File: src/rtl/shift_operand_sequencer_pkg.sv
// Shared constants for the operand-2 sequencer: shift kinds, amount-source flag,
// FSM state encoding and instruction field positions.
package shift_operand_sequencer_pkg;

    localparam logic [1:0] LSL = 2'b00;
    localparam logic [1:0] LSR = 2'b01;
    localparam logic [1:0] ASR = 2'b10;
    localparam logic [1:0] ROR = 2'b11;

    localparam logic REG_AMT = 1'b1;
    localparam logic IMM_AMT = 1'b0;

    typedef enum logic [2:0] {
        IDLE   = 3'd0,
        RD_RM  = 3'd1,
        CAP_RM = 3'd2,
        RD_RS  = 3'd3,
        CAP_RS = 3'd4,
        SHIFT  = 3'd5,
        HOLD   = 3'd6
    } state_t;

    // Positions within the instruction; everything below I_BIT lives in the 12-bit operand-2 field.
    localparam int I_BIT     = 25;
    localparam int ROT_MSB   = 11;
    localparam int ROT_LSB   = 8;
    localparam int RS_MSB    = 11;
    localparam int RS_LSB    = 8;
    localparam int AMT_MSB   = 11;
    localparam int AMT_LSB   = 7;
    localparam int TYPE_MSB  = 6;
    localparam int TYPE_LSB  = 5;
    localparam int REG_SHIFT = 4;
    localparam int RM_MSB    = 3;
    localparam int RM_LSB    = 0;
    localparam int IMM_MSB   = 7;

endpackage

File: src/rtl/shift_operand_sequencer_barrel_shifter.sv
// barrelShifter: combinational ARM-style shifter with immediate-amount special
// encodings (LSR/ASR #0 = #32, ROR #0 = RRX) and register-amount semantics.
module barrelShifter
    import shift_operand_sequencer_pkg::*;
(
    input  logic [31:0] Shift_Data,
    input  logic [7:0]  Shift_Num,
    input  logic [2:0]  SHFT_OP,
    input  logic        Carry_flag,
    output logic [31:0] Shift_Out,
    output logic        Shift_Carry_Out
);

    logic [1:0]  kind;
    logic [7:0]  amt;
    logic [32:0] ext;
    logic [31:0] rot;

    assign kind = SHFT_OP[2:1];

    // Extended 33-bit shifts put the last bit shifted out in the spare position.
    always_comb begin
        Shift_Out       = Shift_Data;
        Shift_Carry_Out = Carry_flag;
        amt             = Shift_Num;
        ext             = '0;
        rot             = '0;
        if (SHFT_OP[0] == IMM_AMT) begin
            amt = {3'b000, Shift_Num[4:0]};
            if (Shift_Num[4:0] == 5'd0 && (kind == LSR || kind == ASR)) begin
                amt = 8'd32;
            end
        end
        if (SHFT_OP[0] == IMM_AMT && kind == ROR && Shift_Num[4:0] == 5'd0) begin
            Shift_Out       = {Carry_flag, Shift_Data[31:1]};
            Shift_Carry_Out = Shift_Data[0];
        end else if (amt != 8'd0) begin
            case (kind)
                LSL: begin
                    ext             = {1'b0, Shift_Data} << amt;
                    Shift_Out       = ext[31:0];
                    Shift_Carry_Out = ext[32];
                end
                LSR: begin
                    ext             = {Shift_Data, 1'b0} >> amt;
                    Shift_Out       = ext[32:1];
                    Shift_Carry_Out = ext[0];
                end
                ASR: begin
                    ext             = $signed({Shift_Data, 1'b0}) >>> amt;
                    Shift_Out       = ext[32:1];
                    Shift_Carry_Out = ext[0];
                end
                default: begin
                    rot             = 32'({Shift_Data, Shift_Data} >> amt[4:0]);
                    Shift_Out       = rot;
                    Shift_Carry_Out = rot[31];
                end
            endcase
        end
    end

endmodule

File: src/rtl/shift_operand_sequencer.sv
// Multi-cycle operand-2 sequencer: fetches Rm/Rs through one synchronous read port,
// drives barrelShifter and holds the registered result behind a valid/ready handshake.
module shift_operand_sequencer
    import shift_operand_sequencer_pkg::*;
#(
    parameter int DATA_W = 32,
    parameter int REG_AW = 4
) (
    input  logic              clk,
    input  logic              rst_n,
    input  logic              Inst_Valid,
    output logic              Inst_Ready,
    input  logic [31:0]       Inst,
    input  logic              Carry_flag,
    output logic              Rd_En,
    output logic [REG_AW-1:0] Rd_Addr,
    input  logic [DATA_W-1:0] Rd_Data,
    output logic              Op2_Valid,
    input  logic              Op2_Ready,
    output logic [DATA_W-1:0] Op2,
    output logic              Op2_Carry
);

    state_t            state_q, state_d;
    logic              i_q;
    logic [11:0]       field_q;
    logic              c_lat;
    logic [DATA_W-1:0] data_q;
    logic [7:0]        num_q;

    logic [DATA_W-1:0] shift_data;
    logic [7:0]        shift_num;
    logic [2:0]        shft_op;
    logic              use_c_lat;
    logic [DATA_W-1:0] shift_out;
    logic              shift_carry;

    logic unused_inst_bits;
    assign unused_inst_bits = ^{Inst[31:26], Inst[24:12]};

    always_comb begin
        state_d    = state_q;
        Inst_Ready = 1'b0;
        Rd_En      = 1'b0;
        Rd_Addr    = '0;
        case (state_q)
            IDLE: begin
                Inst_Ready = 1'b1;
                if (Inst_Valid) state_d = Inst[I_BIT] ? SHIFT : RD_RM;
            end
            RD_RM: begin
                Rd_En   = 1'b1;
                Rd_Addr = REG_AW'(field_q[RM_MSB:RM_LSB]);
                state_d = field_q[REG_SHIFT] ? RD_RS : CAP_RM;
            end
            RD_RS: begin
                Rd_En   = 1'b1;
                Rd_Addr = REG_AW'(field_q[RS_MSB:RS_LSB]);
                state_d = CAP_RS;
            end
            CAP_RM, CAP_RS: state_d = SHIFT;
            SHIFT:          state_d = HOLD;
            HOLD:           if (Op2_Ready) state_d = IDLE;
            default:        state_d = IDLE;
        endcase
    end

    assign Op2_Valid = (state_q == HOLD);

    // A zero effective amount without a special encoding keeps the latched CPSR carry.
    always_comb begin
        shift_data = data_q;
        shift_num  = '0;
        shft_op    = {LSL, IMM_AMT};
        use_c_lat  = 1'b0;
        if (i_q) begin
            shift_data = {{(DATA_W-8){1'b0}}, field_q[IMM_MSB:0]};
            shift_num  = {3'b000, field_q[ROT_MSB:ROT_LSB], 1'b0};
            shft_op    = {ROR, REG_AMT};
            use_c_lat  = (field_q[ROT_MSB:ROT_LSB] == 4'd0);
        end else if (field_q[REG_SHIFT]) begin
            shift_num  = num_q;
            shft_op    = {field_q[TYPE_MSB:TYPE_LSB], REG_AMT};
            use_c_lat  = (num_q == 8'd0);
        end else begin
            shift_num  = {3'b000, field_q[AMT_MSB:AMT_LSB]};
            shft_op    = {field_q[TYPE_MSB:TYPE_LSB], IMM_AMT};
            use_c_lat  = (field_q[TYPE_MSB:TYPE_LSB] == LSL) &&
                         (field_q[AMT_MSB:AMT_LSB] == 5'd0);
        end
    end

    barrelShifter u_shifter (
        .Shift_Data      (shift_data),
        .Shift_Num       (shift_num),
        .SHFT_OP         (shft_op),
        .Carry_flag      (c_lat),
        .Shift_Out       (shift_out),
        .Shift_Carry_Out (shift_carry)
    );

    always_ff @(posedge clk or negedge rst_n) begin
        if (!rst_n) begin
            state_q   <= IDLE;
            i_q       <= 1'b0;
            field_q   <= '0;
            c_lat     <= 1'b0;
            data_q    <= '0;
            num_q     <= '0;
            Op2       <= '0;
            Op2_Carry <= 1'b0;
        end else begin
            state_q <= state_d;
            case (state_q)
                IDLE: begin
                    if (Inst_Valid) begin
                        i_q     <= Inst[I_BIT];
                        field_q <= Inst[11:0];
                        c_lat   <= Carry_flag;
                    end
                end
                RD_RS, CAP_RM: data_q <= Rd_Data;
                CAP_RS:        num_q  <= Rd_Data[7:0];
                SHIFT: begin
                    Op2       <= shift_out;
                    Op2_Carry <= use_c_lat ? c_lat : shift_carry;
                end
                default: ;
            endcase
        end
    end

endmodule

File: config.mk
export PLATFORM = sky130hd
export DESIGN_NAME = shift_operand_sequencer
export DESIGN_NICKNAME = d
export VERILOG_FILES = /design/src/rtl/shift_operand_sequencer_pkg.sv /design/src/rtl/shift_operand_sequencer_barrel_shifter.sv /design/src/rtl/shift_operand_sequencer.sv
export SDC_FILE = /design/constraint.sdc
export NUM_CORES = 1
export LEC_CHECK = 0
export BUFFER_PORTS_ARGS = -buffer_cell sky130_fd_sc_hd__buf_2
export CAP_MARGIN = 0
export CORE_ASPECT_RATIO = 1.2
export CORE_MARGIN = 2
export CORE_UTILIZATION = 53
export DETAILED_ROUTE_END_ITERATION = 8
export GPL_ROUTABILITY_DRIVEN = 0
export PLACE_DENSITY_LB_ADDON = 0.15
export SYNTH_ARGS = -nofsm -noshare
export SYNTH_HDL_FRONTEND = slang
export SYNTH_HIERARCHICAL = 1
export SYNTH_SLANG_ARGS = --single-unit
File: constraint.sdc
create_clock -name clk -period 4.3 [get_ports clk]
set_input_delay 1.29 -clock clk [delete_from_list [all_inputs] [get_ports clk]]
set_output_delay 1.29 -clock clk [all_outputs]
set_load 0.05 [all_outputs]
==> metrics.md <==
| Metric | Value |
|---|---|
| Worst slew pin tran | 1.48 ns |
| Die area | 0.0215 mm2 |
| Netlist cell types | 93 |
| RSZ-0062 raised after global routing | no |
| Max stage delay on crit path | 0.75 ns |
| Top Family by Delay on Critical Path | simple AND/OR/NAND/NOR gates |
| Global router's overall resource usage | 0.435 |
| Port bufs | 89 |
| Post-Syn Area | 0.0108 mm2 |
| Most common cell after layout, fill and taps aside | nand2_1 |
| Final setup violation count | 0 |
| Ant diodes | 0 |
| Critical path's slowest cell | mux4_1 |
| Gr ovfl total | 0 |
| Crit path buffers/inverters | 1 |
| Status | finished, violations left |
| Initial Util | 0.537 |
| Setup_tns | 0 ns |
| Synth warn | 6 |
| EDFF count, synth | 0 |
| Pre-antenna DRT Iters | 9 |
| Final hold vios | 0 |
| Post-route ant nets | 0 |
| Maximum clock frequency | 234 MHz |
| Top post-synthesis cells by area | dfrtp_1 (21%), mux2_2 (9.6%), mux4_2 (9.0%) |
| Worst clock skew | 0.00925 ns |
| Core Region | 0.0201 mm2 |
| Multiplexer share of the synthesized area | 0.296 |
| Vias in the first global route | 10,900 |
| Hold buffer count at CTS | 0 |
| Fillers | 1,888 |
| HPWL after DPL | 33.3 mm |
| CTS root buf | clkbuf_16 |
| Clk pin slew, worst setup/hold paths | 0.08 ns |
| Max-capacitance violation count | 0 |
| Clock Sinks | 90 |
| Total DRC errors in the routed layout | 98 |
| Fin. max-slew vios | 0 |
| Cell mode on critical path | nand2_1 |
| Number of buffers created by CTS | 9 |
| Die X | 134 um |
| Row count | 57 |
| Initial drt markers | 2,579 |
| Failing checks | design-rule violations |
| Area share of the largest cell type after synthesis | 0.208 |
| Fraction of registers with async set/reset | 1.00 |
| Slew margin rel. | 0.0143 |
| Hold Path Class | flop to flop |
| Setup crit end kind | flop |
| Initial antenna violation count | 1 |
| Critical path peak fanout | 27 |
| Worst skew pair latency | 0.36 ns |
| Average wire per standard cell | 29.4 um |
| #FFs+latches synth | 90 |
| DRT Wirelength | 46.9 mm |
| Crit path time final | 4.27 ns |
| Net Count, Synth | 1,351 |
| Die height | 160 um |
| Pin count of the biggest net entering global routing | 73 |
| WP data required | 4.55 ns |
| Seq/Total Area, Yosys | 0.208 |
| First-pass GRT wire length | 69.5 mm |
| CP Cell Sequence | buf_4 -> nor2b_1 -> mux4_1 -> mux2_2 -> nor2_1 -> a211oi_1 -> nor4_1 -> a21oi_1 -> o21a_1 -> nand2_1 -> nand2_1 |
| Dominant cell type by area after synthesis | dfrtp_1 |
| H-tree Lvls | 3 |
| Post-synthesis xor/xnor area fraction | 0 |
| Mean Syn Cell Area | 8.46 um2 |
| Critical Setup Path Class | flop to flop |
| Area Overhead vs Synth | 9.90% |
| Via count | 11,800 |
| Synthesized-area fraction occupied by adder cells | 0.00579 |
| Top_reg_cell synth | dfrtp_1 |
| CTS tree | yes |
| Setup crit start kind | flop |
| Compound-gate portion of the synthesized area | 0.219 |
| Layout net count | 1,398 |
| CTS max path bufs | 2 |
| Fin crit share | 0.994 |
| Largest family of logic cells by synthesized area | multiplexers |
| CP Data Arrival Time | 4.53 ns |
| Post-synthesis simple-gate area fraction | 0.203 |
| Layout cells sized above 1 | 0.269 |
| Commonest non-fill, non-tap cells in the layout | nand2_1 (209), nor2_1 (95), mux2_2 (91), dfrtp_1 (90), buf_2 (88) |
| Via density per instance | 7.43 |
| Ports | 109 |
| Post-Synthesis Cells | 1,277 |
## synthesized netlist by cell type, types with 12 or more instances
cell type and instances:
o22ai_1 15, and3_1 13, nor2b_1 35, nor4_1 13
nand3_1 32, dfrtp_1 90, mux2i_1 56, inv_1 12
buf_2 32, mux2_2 92, mux4_2 43, clkbuf_1 61
nor3_1 22, o211ai_1 23, nor2_1 96, a31oi_1 21
nand2_1 209, buf_4 16, o21ai_0 66, a21oi_1 72
mux4_1 16, a211oi_1 18
## layout make-up
cell class	instances	area, um2	area share
Clock buffer	9	225	0.0190
Clock inverter	7	76.3	0.00643
Inverter	14	52.6	0.00443
Multi-Input combinational cell	1047	7850	0.661
Sequential cell	90	2250	0.190
Tap cell	265	332	0.0279
Timing Repair Buffer	162	1080	0.0913
## worst register-to-register path, cell delays in order (launching register included)
cell and delay [ns]:
dfrtp_1 0.50, buf_4 0.35, nor2b_1 0.39, mux4_1 0.75, mux2_2 0.41, nor2_1 0.41
a211oi_1 0.09, nor4_1 0.60, a21oi_1 0.29, o21a_1 0.27, nand2_1 0.06, nand2_1 0.06
## what timing repair did
| item | CTS | global route |
|---|---|---|
| endpoints found under the setup margin | 0 | 5 |
| setup buffers | 0 | 0 |
| resized for setup | 0 | 5 |
## per-layer routing
metal / GRT usage / routed length (um) / vias to the layer above
li1: - / - / 4921
met1: 0.541 / 16100 / 5444
met2: 0.604 / 18600 / 1140
met3: 0.174 / 7070 / 340
met4: 0.323 / 5120 / 0
met5: 0 / 0 / -
## logic make-up (layout without fill, tap and decap cells)
| kind of cell | after synthesis | after routing |
|---|---|---|
| multiplexers | 221 | 221 |
| buffers and inverters | 140 | 192 |
| flip-flops | 90 | 90 |
| AND/OR/NAND/NOR | 477 | 477 |
| AO/OA/AOI/OAI | 344 | 344 |
| adder cells (fa/ha/maj) | 5 | 5 |
## registers in the layout, indices dropped and copies added, names as in the netlist
name       count
Op2_Carry      1
field_q       12
c_lat          1
num_q          8
data_q        32
state_q        3
Op2           32
i_q            1
## metrics by stage
stage,setup WS (ns),util,hold WS [ns],instance area [um2],instances
6_report,0.0267,0.590,0.470,11900,1594
2_1_floorplan,1.24,-,0.454,10800,1277
4_1_cts,0.285,0.589,0.477,11900,1594
3_5_place_dp,0.319,0.574,0.459,11600,1578
5_1_grt,0.00732,0.590,0.493,11900,1594
3_3_place_gp,0.444,0.574,0.457,11600,1578
## worst paths after layout
kind                                     from                endpoint  slack (ns)  depth (start not counted)
min                        Op2[7]$_DFFE_PN0N_      Op2[7]$_DFFE_PN0N_        0.47                          2
min in group asynchronous               rst_n  data_q[24]$_DFFE_PN0P_        1.05                          1
max in group asynchronous               rst_n     Op2[11]$_DFFE_PN0N_        2.48                          2
max                           i_q$_DFFE_PN0P_     Op2[17]$_DFFE_PN0N_        0.03                         11
max reg2reg                   i_q$_DFFE_PN0P_     Op2[17]$_DFFE_PN0N_        0.03                         11
min reg2reg                Op2[7]$_DFFE_PN0N_      Op2[7]$_DFFE_PN0N_        0.47                          2
Power is left out: the tool's default activity adds up to more than one toggle a clock period on the data nets, which glitch-free logic cannot reach.
